$ cat config.mk
export PLATFORM = sky130hd
export DESIGN_NAME = acc_store_queue
export DESIGN_NICKNAME = d
export VERILOG_FILES = /design/src/rtl/acc_pkg.sv /design/src/rtl/sq_fwd_match.sv /design/src/rtl/acc_store_queue.sv
export SDC_FILE = /design/constraint.sdc
export NUM_CORES = 1
export LEC_CHECK = 0
export CAP_MARGIN = 20
export CORE_MARGIN = 3
export CORE_UTILIZATION = 55
export DETAILED_ROUTE_END_ITERATION = 7
export PLACE_DENSITY_LB_ADDON = 0.3
export REMOVE_ABC_BUFFERS = 1
export SLEW_MARGIN = 20
export SYNTH_ARGS = -nofsm -noshare
export SYNTH_HDL_FRONTEND = slang
export SYNTH_SLANG_ARGS = --single-unit
$ cat constraint.sdc
create_clock -name CLK -period 5.85 [get_ports CLK]
set_input_delay 1.17 -clock CLK [delete_from_list [all_inputs] [get_ports CLK]]
set_output_delay 1.17 -clock CLK [all_outputs]
set_load 0.05 [all_outputs]
$ cat src/rtl/acc_pkg.sv
// Shared types and default widths for the accumulator store queue.
package acc_pkg;

  localparam int ACC_DW = 8;
  localparam int ACC_AW = 8;

  typedef enum logic [1:0] {
    IDLE  = 2'd0,
    ISSUE = 2'd1,
    DRAIN = 2'd2
  } sq_state_t;

  typedef struct packed {
    logic [ACC_AW-1:0] addr;
    logic [ACC_DW-1:0] data;
  } sq_entry_t;

endpackage

$ cat src/rtl/sq_fwd_match.sv
// Store-to-load forwarding search: finds the youngest occupied entry whose
// address matches the load probe. Only instantiated when ACC_STORE_FWD_EN
// is defined.
module sq_fwd_match #(
  parameter int DEPTH = 4,
  parameter int DW    = 8,
  parameter int AW    = 8
) (
  input  logic [AW-1:0]            addr_q [DEPTH],
  input  logic [DW-1:0]            data_q [DEPTH],
  input  logic [$clog2(DEPTH)-1:0] head,
  input  logic [$clog2(DEPTH):0]   count,
  input  logic                     ld_valid,
  input  logic [AW-1:0]            ld_addr,
  output logic                     hit,
  output logic [DW-1:0]            data
);

  localparam int PW = $clog2(DEPTH);
  localparam int CW = PW + 1;

  logic [PW-1:0] idx;

  // Walk occupied entries oldest to youngest so the last match (youngest) wins.
  always_comb begin
    hit  = 1'b0;
    data = '0;
    idx  = '0;
    for (int k = 0; k < DEPTH; k++) begin
      idx = head + PW'(k);
      if (ld_valid && (CW'(k) < count) && (addr_q[idx] == ld_addr)) begin
        hit  = 1'b1;
        data = data_q[idx];
      end
    end
  end

endmodule

$ cat src/rtl/acc_store_queue.sv
// Accumulator store queue: buffers stores and retires them in FIFO order to
// data memory, with an explicit drain/flush handshake.
// Optional feature macro: ACC_STORE_FWD_EN enables store-to-load forwarding.
//
// state | meaning
// IDLE  | no write presented; waits for an entry or a drain request
// ISSUE | presenting head entry to memory until mem_ack
// DRAIN | flushing all entries, new stores blocked, drain_done at empty
module acc_store_queue
  import acc_pkg::*;
#(
  parameter int DEPTH = 4,
  parameter int DW    = ACC_DW,
  parameter int AW    = ACC_AW
) (
  input  logic                   CLK,
  input  logic                   RST_N,
  input  logic [DW-1:0]          acc_in,
  input  logic [AW-1:0]          addr_in,
  input  logic                   st_valid,
  output logic                   st_ready,
  output logic                   mem_wr_en,
  output logic [AW-1:0]          mem_addr,
  output logic [DW-1:0]          mem_wdata,
  input  logic                   mem_ack,
  input  logic                   ld_valid,
  input  logic [AW-1:0]          ld_addr,
  output logic                   fwd_hit,
  output logic [DW-1:0]          fwd_data,
  input  logic                   drain_req,
  output logic                   drain_done,
  output logic [$clog2(DEPTH):0] count
);

  localparam int PW = $clog2(DEPTH);
  localparam int CW = PW + 1;
  localparam logic [CW-1:0] DEPTH_C = CW'(DEPTH);

  logic [AW-1:0] addr_q [DEPTH];
  logic [DW-1:0] data_q [DEPTH];
  logic [PW-1:0] head;
  logic [PW-1:0] tail;
  logic [CW-1:0] count_nxt;
  logic          push;
  logic          pop;
  sq_state_t     state;

  // A pop never frees a slot for a push in the same cycle: readiness uses registered count.
  assign st_ready  = (count < DEPTH_C) && (state != DRAIN);
  assign push      = st_valid && st_ready;
  assign pop       = mem_wr_en && mem_ack;
  assign count_nxt = count + CW'(push) - CW'(pop);
  assign mem_addr  = mem_wr_en ? addr_q[head] : '0;
  assign mem_wdata = mem_wr_en ? data_q[head] : '0;

  // Entry storage; stale contents are harmless since occupancy is tracked by the pointers.
  always_ff @(posedge CLK) begin
    if (push) begin
      addr_q[tail] <= addr_in;
      data_q[tail] <= acc_in;
    end
  end

  // Head/tail pointers wrap naturally because DEPTH is a power of two.
  always_ff @(posedge CLK) begin
    if (!RST_N) begin
      head  <= '0;
      tail  <= '0;
      count <= '0;
    end else begin
      if (push) tail <= tail + PW'(1);
      if (pop)  head <= head + PW'(1);
      count <= count_nxt;
    end
  end

  // Sequencer: decides when a write is presented and when a drain completes.
  always_ff @(posedge CLK) begin
    if (!RST_N) begin
      state      <= IDLE;
      mem_wr_en  <= 1'b0;
      drain_done <= 1'b0;
    end else begin
      drain_done <= 1'b0;
      case (state)
        IDLE: begin
          if (drain_req) begin
            state     <= DRAIN;
            mem_wr_en <= (count_nxt != '0);
          end else if (count != '0) begin
            state     <= ISSUE;
            mem_wr_en <= 1'b1;
          end
        end
        ISSUE: begin
          mem_wr_en <= (count_nxt != '0);
          if (drain_req)
            state <= DRAIN;
          else if (count_nxt == '0)
            state <= IDLE;
        end
        DRAIN: begin
          mem_wr_en <= (count_nxt != '0);
          if (count_nxt == '0) begin
            drain_done <= 1'b1;
            state      <= IDLE;
          end
        end
        default: begin
          state     <= IDLE;
          mem_wr_en <= 1'b0;
        end
      endcase
    end
  end

`ifdef ACC_STORE_FWD_EN
  sq_fwd_match #(
    .DEPTH(DEPTH),
    .DW   (DW),
    .AW   (AW)
  ) u_fwd (
    .addr_q  (addr_q),
    .data_q  (data_q),
    .head    (head),
    .count   (count),
    .ld_valid(ld_valid),
    .ld_addr (ld_addr),
    .hit     (fwd_hit),
    .data    (fwd_data)
  );
`else
  logic unused_ld;
  assign unused_ld = ^{ld_valid, ld_addr};
  assign fwd_hit   = 1'b0;
  assign fwd_data  = '0;
`endif

endmodule

; ---- Yosys cells after proc, flatten, opt, wreduce, memory -nomap -nowiden
; Memory sizes are Yosys's and may differ from the RTL's. A register that Yosys moved wholly into a read port is not among the register bits.
; Cells that the tools add are included.
[op_classes]
n_reduce_logical = 9
magnitude_cmp = 1
muxes = 17
n_addsub = 4
n_eq_ne = 4
[ops]
columns = op, count
row1 = $mux 2, 8
row2 = $mux 8, 2
row3 = $pmux 2 s3, 1
row4 = $reduce_bool 3->1, 2
row5 = $mux 1, 5
row6 = $add 2x1->2 const B, 2
row7 = $add 3x1->3, 1
row8 = $logic_and 1x1->1, 3
row9 = $logic_not 3->1, 1
row10 = $lt 3x3->1 const B, 1
row11 = $ne 3x3->1 const B, 1
row12 = $sub 3x1->3, 1
row13 = $eq 2x1->1 const B, 1
row14 = $eq 2x2->1 const B, 1
row15 = $logic_not 2->1, 1
row16 = $ne 2x2->1 const B, 1
row17 = $pmux 1 s2, 1
row18 = $reduce_and 2->1, 1
row19 = $reduce_or 2->1, 1
[word_totals]
mem_count = 2
in_bits = 30
word_cells = 43
reg_bits = 11
ram_bits = 64
[memory_table]
columns = name, depth, width, rd, rd_ports_with_merged_regs, wr, line_no
row1 = addr_q, 4, 8, 1, 1, 1, acc_store_queue.sv:39  ; logic [AW-1:0] addr_q [DEPTH];
row2 = data_q, 4, 8, 1, 1, 1, acc_store_queue.sv:40  ; logic [DW-1:0] data_q [DEPTH];

; ---- Longest topological paths before layout
; Gate-level depths: netlist of the first run.
[logic_depth]
word_depth = 9
depth_mapped = 11

; ---- Worst setup path before layout of the first run
; Ideal clock, no wire load.
[synth_timing]
path_kind = in2reg
from = input st_valid
to = register state[0]
setup_slack_ps = 2427
setup_ps = 117
t_required_ps = 5733
stages = 9
n_path_buf = 0
t_arrival_ps = 3305
cell_sequence = nor3b_2 inv_1 ha_1 inv_1 ha_1 fa_1 xnor3_1 or3_4 a32o_1
[synth_between]
elab_chain_len = 7
[synth_lines]
columns = item, line_no
row1 = from (decl), acc_store_queue.sv:20  ; input logic st_valid,
row2 = $logic_and 1x1->1 *, acc_store_queue.sv:50  ; assign push = st_valid && st_ready;
row3 = $add 3x1->3 *, acc_store_queue.sv:52  ; assign count_nxt = count + CW'(push) - CW'(pop);
row4 = $sub 3x1->3 *, acc_store_queue.sv:52
row5 = $logic_not 3->1 *, "acc_store_queue.sv:99, acc_store_queue.sv:104"
row6 = $mux 2 *, n/a
row7 = $mux 2, n/a
row8 = $pmux 2 s3 *, n/a
row9 = to (signal assigned), acc_store_queue.sv:98  ; state <= DRAIN;
row10 = to (signal assigned), acc_store_queue.sv:100  ; state <= IDLE;
row11 = to (signal assigned), acc_store_queue.sv:106  ; state <= IDLE;
row12 = to (decl), acc_store_queue.sv:46  ; sq_state_t state;
; Every way passes the cells marked *; elsewhere a longest branch is shown, timed or not.
; A chain may end at the register's enable or synchronous reset.

==> PnR_summary.wiki, run 1 <==
{| class="wikitable"
! Metric !! Value
|-
| Placement Setup Slack || 1740 ps
|-
| Power density over the cells || 445 nW/um2
|-
| CP max stage cell || dfxtp_1
|-
| Placed insts || roughly 300
|-
| Outcome || complete, no violations
|-
| Worst rel slew slack || 44.1%
|-
| Hold_buf cts || 0
|-
| Cell area after placement || between 3000 and 4000 um2
|-
| Worst hold slack || between 500 and 600 ps
|-
| Highest net fanout along the worst path || 12
|-
| Number of buffers added by the clock tree synthesis step || 9
|-
| Required time reported for the critical path endpoint || 4680 ps
|-
| Post-synthesis area per instance || between 15 and 20 um2
|-
| Fin. max-slew vios || 0
|-
| Largest cells by area after synthesis || edfxtp_1, mux4_2, dfxtp_1
|-
| Summed negative setup slack over all endpoints || 0 ps
|-
| RSZ-0062 raised after global routing || false
|-
| Source-to-sink clock delay at the later pin of the worst-skew pair || around 340 ps
|-
| Total design power || about 1.7 mW
|-
| Setup WS post-layout || 1790 ps
|-
| Number of register bits inferred by synthesis || between 70 and 80
|-
| Proportion of layout cells with a drive suffix above 1 || approximately 14%
|-
| Buffer and inverter count on the worst path || 2
|-
| Most common cell after layout, fill and taps aside || edfxtp_1
|-
| Share of the yosys chip area belonging to registers || approximately 67%
|-
| Number of I/O pins || slightly above 60
|-
| Routed wire length || 5160 um
|-
| Diodes inserted || 0
|-
| Part of the cycle the worst path needs || slightly below 70%
|-
| Height of the die || 82.7 um
|-
| Transition at the pin with the smallest max-transition slack || 839 ps
|-
| Most instantiated flip-flop cell in the synthesis netlist || edfxtp_1
|-
| Tightest Hold Check Type || reg -> reg
|-
| Netlist Area Pre-Place || roughly 3200 um2
|-
| Number of gates given a new drive strength after cts || 0
|-
| Maximum clock frequency || 247 MHz
|-
| Number of synthesized flops with an enable pin || 64
|-
| Proportion of synthesized flip-flops having asynchronous set or reset || 0%
|-
| Standby leakage power || ~1.3 nW
|-
| Worst Skew || about 6 ps
|-
| Number of global-route vias before repair || 1633
|-
| Placer Congestion || 0.751
|-
| Finish-stage setup viols || 0
|-
| CTS root buffer || clkbuf_8
|-
| Total setup buffers inserted after CTS || 0
|-
| Cell-by-cell trace of the critical path || buf_4 > mux4_2 > and2_1 > clkdlybuf4s50_1
|-
| Cell count after synthesis || approximately 190
|-
| Cell family with most CP delay || buffers and inverters
|-
| Die width || between 80 and 90 um
|-
| Cell taking the most area after synthesis || edfxtp_1
|-
| Count of port buffers added during placement || 42
|-
| Via count || 1641
|-
| Synth-to-Final Area Change || 19.5%
|-
| Core occupancy in the finished layout || between 60 and 70%
|-
| Critical Path Source Type || register
|-
| Clock sink count || 77
|-
| CTS H-tree depth || 3
|-
| Post-Layout Cell Count || 311
|-
| Maximum vdd drop || about 0.24 mV
|-
| Site row count || 27
|-
| Ratio of routed vias to standard cells || between 5 and 6
|-
| DR WL/cell || approximately 17 um
|-
| Share of the synthesized area in the top cell type || 59.4%
|-
| Post-route design area || slightly below 4000 um2
|-
| Total congestion overflow || 0
|-
| Warning count from the yosys run || 0
|-
| Fillers || just under 400
|-
| DRC violation count after routing || 0
|-
| Max-cap viol count || 0
|-
| Clock-pin slew on the worst setup and hold paths || about 70 ps
|-
| Critical Path Max Stage Delay || 860 ps
|-
| Placeable core area || 5610 um2
|-
| Data arrival time of the critical path || 2890 ps
|-
| Number of distinct standard cells referenced by the synthesized netlist || 37
|-
| TritonCTS clock tree || done
|-
| Worst setup EP type || output port
|-
| GRT Resource Usage Total || 17.2%
|-
| Number of antenna-violating nets in the routed design || 0
|-
| Initial Utilization || 57.7%
|-
| Detailed Routing Iterations Pass 1 || 4
|-
| Number of DRC markers after the initial detailed-route iteration || about 110
|-
| Most frequent cells in the layout || edfxtp_1, clkdlybuf4s50_1, and2_1
|-
| Final critical delay including setup and external delays || between 4000 and 5000 ps
|-
| Largest net degree at the start of global routing || 21
|-
| Wire length of the first global-routing pass || a little over 8000 um
|-
| Final hold viol count || 0
|-
| Antenna violations before repair || 0
|-
| Layout net count || 275
|-
| Detail Placement HPWL || around 3300 um
|-
| Type of the worst setup path || reg -> out
|-
| Die Outline Area || 6840 um2
|-
| Maximum number of buffers from clock root to sink || 2
|}
-- Yosys cell counts (2+ instances only) --
cell type,count
edfxtp_1,64
and2_1,25
mux4_2,16
dfxtp_1,13
buf_4,10
ha_1,10
inv_1,9
nor2_1,5
nor2b_1,3
xnor2_1,3
a32o_1,2
clkbuf_1,2
-- per-layer routing --
layer | GRT usage [%] | vias up | part of all wire (%)
li1 | - | 783 | -
met1 | 22.1 | 799 | 45
met2 | 27.2 | 50 | 47
met3 | 5.53 | 9 | 5.8
met4 | 7.35 | 0 | 1.7
met5 | 0 | - | 0
-- where the power goes --
| group | switching (mW) | internal, mW |
|---|---|---|
| logic | 0.354 | 0.262 |
| registers | 0.0646 | 0.678 |
| clock network | 0.174 | 0.190 |
-- flip-flops by register name, summed over array words and instances, names as in the netlist, named ones only --
name and count:
drain_done 1, head 2, tail 2, state 2, count 3, mem_wr_en 1
addr_q 32, data_q 32
-- path summary, 6_finish.rpt --
check | cells after the start | slack (ps) | end | startpoint
max | 4 | 1790 | mem_addr[4] | register
min | 2 | 570 | register | head[0]
max reg2reg | 11 | 2560 | state[0] | state[0]
min reg2reg | 2 | 570 | register | head[0]
-- cell type report --
type	count	area [um2]	share of cell area (%)
Sequential cell	77	2180	56.4
Multi-Input combinational cell	94	952	24.6
Timing Repair Buffer	43	428	11.1
Clock buffer	9	124	3.20
Tap cell	72	90.1	2.33
Clock inverter	7	56.3	1.46
Inverter	9	33.8	0.874
-- logic make-up after synthesis --
group | count (synthesis) | share of synthesized area (%)
AOI/OAI and AO/OA | 8 | 2.09
xor gates and xnor gates | 4 | 1.51
adders and majority gates | 11 | 4.49
buffers and inverters | 24 | 4.02
DFF | 77 | 67.5
muxes | 17 | 11.5
other | 1 | 0.116
and+or+nand+nor | 45 | 8.86
-- tightest hold or removal path, delay by kind of cell (launching register included) --
family           cells  cell delay (ps)
XOR/XNOR             1               90
AND/OR/NAND/NOR      1              100
flip-flops           1              340
No activity file was read; power rests on OpenSTA's default activity.
==> run 2, diff against run 1 <==
--- a/config.mk
+++ b/config.mk
@@ -7,7 +7,7 @@
 export LEC_CHECK = 0
 export CAP_MARGIN = 20
 export CORE_MARGIN = 3
-export CORE_UTILIZATION = 55
+export CORE_UTILIZATION = 47
 export DETAILED_ROUTE_END_ITERATION = 7
 export PLACE_DENSITY_LB_ADDON = 0.3
 export REMOVE_ABC_BUFFERS = 1
==> constraint.sdc (replaced) <==
create_clock -name CLK -period 3.3 [get_ports CLK]
set_input_delay 0.66 -clock CLK [delete_from_list [all_inputs] [get_ports CLK]]
set_output_delay 0.66 -clock CLK [all_outputs]
set_load 0.05 [all_outputs]
==> run 2 against run 1 <==
Hold slack worse by 7.9 ps. Cell count is 3.9% higher. Final area is 1.4% higher. Critical endpoint is now state[1]. Highest routed layer unchanged.
==> PnR_summary.wiki, run 2 (synthesis gave the netlist of run 1 again) <==
{| class="wikitable"
! Metric !! Value
|-
| DRC violation count after routing || 0 (unchanged)
|-
| Final critical delay including setup and external delays || between 3000 and 4000 ps
|-
| Most common cell after layout, fill and taps aside || edfxtp_1 (unchanged)
|-
| Outcome || complete, no violations (unchanged)
|-
| Total congestion overflow || 0 (unchanged)
|-
| Critical Path Source Type || register (unchanged)
|-
| Core occupancy in the finished layout || 60.3% (was 68.9%)
|-
| Portion of total power attributed to sequential cells || 39.9% (was 43.1%)
|-
| Maximum vdd drop || 0.574 mV (was 0.237 mV)
|-
| Summed negative setup slack over all endpoints || 0 ps (unchanged)
|-
| Final hold viol count || 0 (unchanged)
|-
| Transition at the pin with the smallest max-transition slack || 509 ps (was 839 ps)
|-
| Most frequent cells in the layout || edfxtp_1, clkdlybuf4s50_1, and2_1 (unchanged)
|-
| Number of global-route vias before repair || 1821 (was 1633)
|-
| Largest registers || addr_q (32), data_q (32), count (3) (unchanged)
|-
| Worst hold path startpoint || head[0] (unchanged)
|-
| Die Outline Area || 7910 um2 (was 6840 um2)
|-
| Number of antenna-violating nets in the routed design || 0 (unchanged)
|-
| Total setup buffers inserted after CTS || 0 (unchanged)
|-
| Type of the worst setup path || reg -> reg (was reg -> out)
|-
| Reg-to-reg setup timing slack || 280 ps (was 2560 ps)
|-
| Maximum number of buffers from clock root to sink || 2 (unchanged)
|-
| Layout net count || 282 (was 275)
|-
| Worst rel slew slack || 66.0% (was 44.1%)
|-
| Worst Skew || 4.72 ps (was 6.04 ps)
|-
| End of the worst register-to-register path || state[1] (was state[0])
|-
| Clock power frac || 23.7% (was 21.1%)
|-
| Clock-pin slew on the worst setup and hold paths || 80 ps (was 70 ps)
|-
| Part of the cycle the worst path needs || 91.6%
|-
| CTS root buffer || clkbuf_8 (unchanged)
|-
| Finish-stage setup viols || 0 (unchanged)
|-
| Comb power frac || 36.4% (was 35.8%)
|-
| Height of the die || 89.0 um (was 82.7 um)
|-
| Worst Hold Path Cells || 2 (unchanged)
|-
| Tightest Hold Check Type || reg -> reg (unchanged)
|-
| Number of buffers added by the clock tree synthesis step || 9 (unchanged)
|-
| Standby leakage power || 1.40 nW (was 1.32 nW)
|-
| Net switching power of the design || 1.08 mW (was 593 uW)
|-
| Die width || 89.0 um (was 82.7 um)
|-
| Source-to-sink clock delay at the later pin of the worst-skew pair || 340 ps (about the same)
|-
| CTS H-tree depth || 3 (unchanged)
|-
| Via count || 1663 (was 1641)
|-
| Antenna violations before repair || 0 (unchanged)
|-
| Number of gates given a new drive strength after cts || 0 (unchanged)
|-
| DR WL/cell || 16.2 um (was 16.6 um)
|-
| Detail Placement HPWL || 3400 um (was 3340 um)
|-
| Power density over the cells || 807 nW/um2 (was 445 nW/um2)
|-
| Worst setup EP type || register (was output port)
|-
| GRT Resource Usage Total || 15.1% (was 17.2%)
|-
| Initial Utilization || 49.8% (was 57.7%)
|-
| Number of I/O pins || 61 (unchanged)
|-
| Count of port buffers added during placement || 42 (unchanged)
|-
| Sw frac || 34.1% (was 34.5%)
|-
| R2R Path Start || state[0] (unchanged)
|-
| Largest net degree at the start of global routing || 20 (was 21)
|-
| Fin. max-slew vios || 0 (unchanged)
|-
| Data arrival time of the critical path || 3260 ps (was 2890 ps)
|-
| Hold_buf cts || 0 (unchanged)
|-
| Proportion of layout cells with a drive suffix above 1 || 24.4% (was 13.8%)
|-
| Max-cap viol count || 0 (unchanged)
|-
| Site row count || 29 (was 27)
|-
| Number of DRC markers after the initial detailed-route iteration || 115 (was 114)
|-
| TritonCTS clock tree || done (unchanged)
|-
| Cell internal pwr || 2.09 mW (was 1.13 mW)
|-
| Detailed Routing Iterations Pass 1 || 4 (unchanged)
|-
| RSZ-0062 raised after global routing || false (unchanged)
|-
| Required time reported for the critical path endpoint || 3540 ps (was 4680 ps)
|-
| Highest net fanout along the worst path || 5 (was 12)
|-
| Maximum clock frequency || 331 MHz
|-
| Placeable core area || 6490 um2 (was 5610 um2)
|-
| Wire length of the first global-routing pass || 8690 um (was 8090 um)
|-
| Synth-to-Final Area Change || 21.2% (was 19.5%)
|-
| Diodes inserted || 0 (unchanged)
|-
| Placer Congestion || 0.768 (was 0.751)
|-
| Clock sink count || 77 (unchanged)
|-
| Ratio of routed vias to standard cells || 5.15 (was 5.28)
|-
| Routed wire length || 5220 um (was 5160 um)
|-
| Cells on worst reg2reg path || 11 (unchanged)
|}
[run 2: cell type report]
cell class                      count  area, um2
Clock buffer                        9        124
Clock inverter                      7       90.1
Fill cell                         481       2580
Inverter                            9       33.8
Multi-Input combinational cell     94        952
Sequential cell                    77       2180
Tap cell                           77       96.3
Timing Repair Buffer               50        440
[run 2: per-layer routing]
| layer | vias up | share of wire [%] | global-route usage, % |
|---|---|---|---|
| met5 | - | 0 | 0 |
| met1 | 814 | 42 | 18.5 |
| met2 | 48 | 50 | 25.3 |
| met3 | 8 | 6.3 | 4.98 |
| met4 | 0 | 1.0 | 5.68 |
| li1 | 793 | - | - |
[run 2: worst max path at each step]
stage              from         to
2_1_floorplan  state[0]   state[1]
3_5_place_dp   st_valid   state[0]
3_3_place_gp   st_valid   state[0]
5_1_grt        state[0]  mem_wr_en
4_1_cts        state[0]   state[1]
6_report       state[0]   state[1]
[run 2: per-stage QoR]
stage | total power, mW | hold slack, ps | cell area [um2] | cells | setup slack, ps
after floorplan | 2.10 | 527 | 3170 | 180 | 333
after global placement | 2.44 | 551 | 3700 | 307 | 13.3
after detailed placement | 2.45 | 557 | 3700 | 307 | -27.3
after CTS | 3.20 | 568 | 3920 | 323 | 248
after global routing | 3.33 | 626 | 3920 | 323 | 55.1
final | 3.16 | 564 | 3920 | 323 | 278
[run 2: worst max-delay path, cell delays in order, from the launching register on]
cell     delay, ps
dfxtp_1        390
inv_1          100
ha_1           290
nor3b_2        240
inv_1           70
ha_1           270
inv_1           40
ha_1           180
fa_1           360
xnor3_1        410
or3_4          350
a32o_1         220
[run 2: power groups by stage]
stage,logic [mW],registers [mW],clock network (mW)
floorplan,0.717,1.38,0
global placement,1.15,1.28,0
detailed placement,1.16,1.29,0
CTS,1.17,1.26,0.771
global route,1.24,1.28,0.810
finish,1.15,1.26,0.751
==> run 3, diff against run 2 <==
--- a/config.mk
+++ b/config.mk
@@ -11,6 +11,7 @@
 export DETAILED_ROUTE_END_ITERATION = 7
 export PLACE_DENSITY_LB_ADDON = 0.3
 export REMOVE_ABC_BUFFERS = 1
+export SKIP_LAST_GASP = 1
 export SLEW_MARGIN = 20
 export SYNTH_ARGS = -nofsm -noshare
 export SYNTH_HDL_FRONTEND = slang
==> results of run 3 <==
No change in the layout: final DEF, timing and power equal those of run 2.
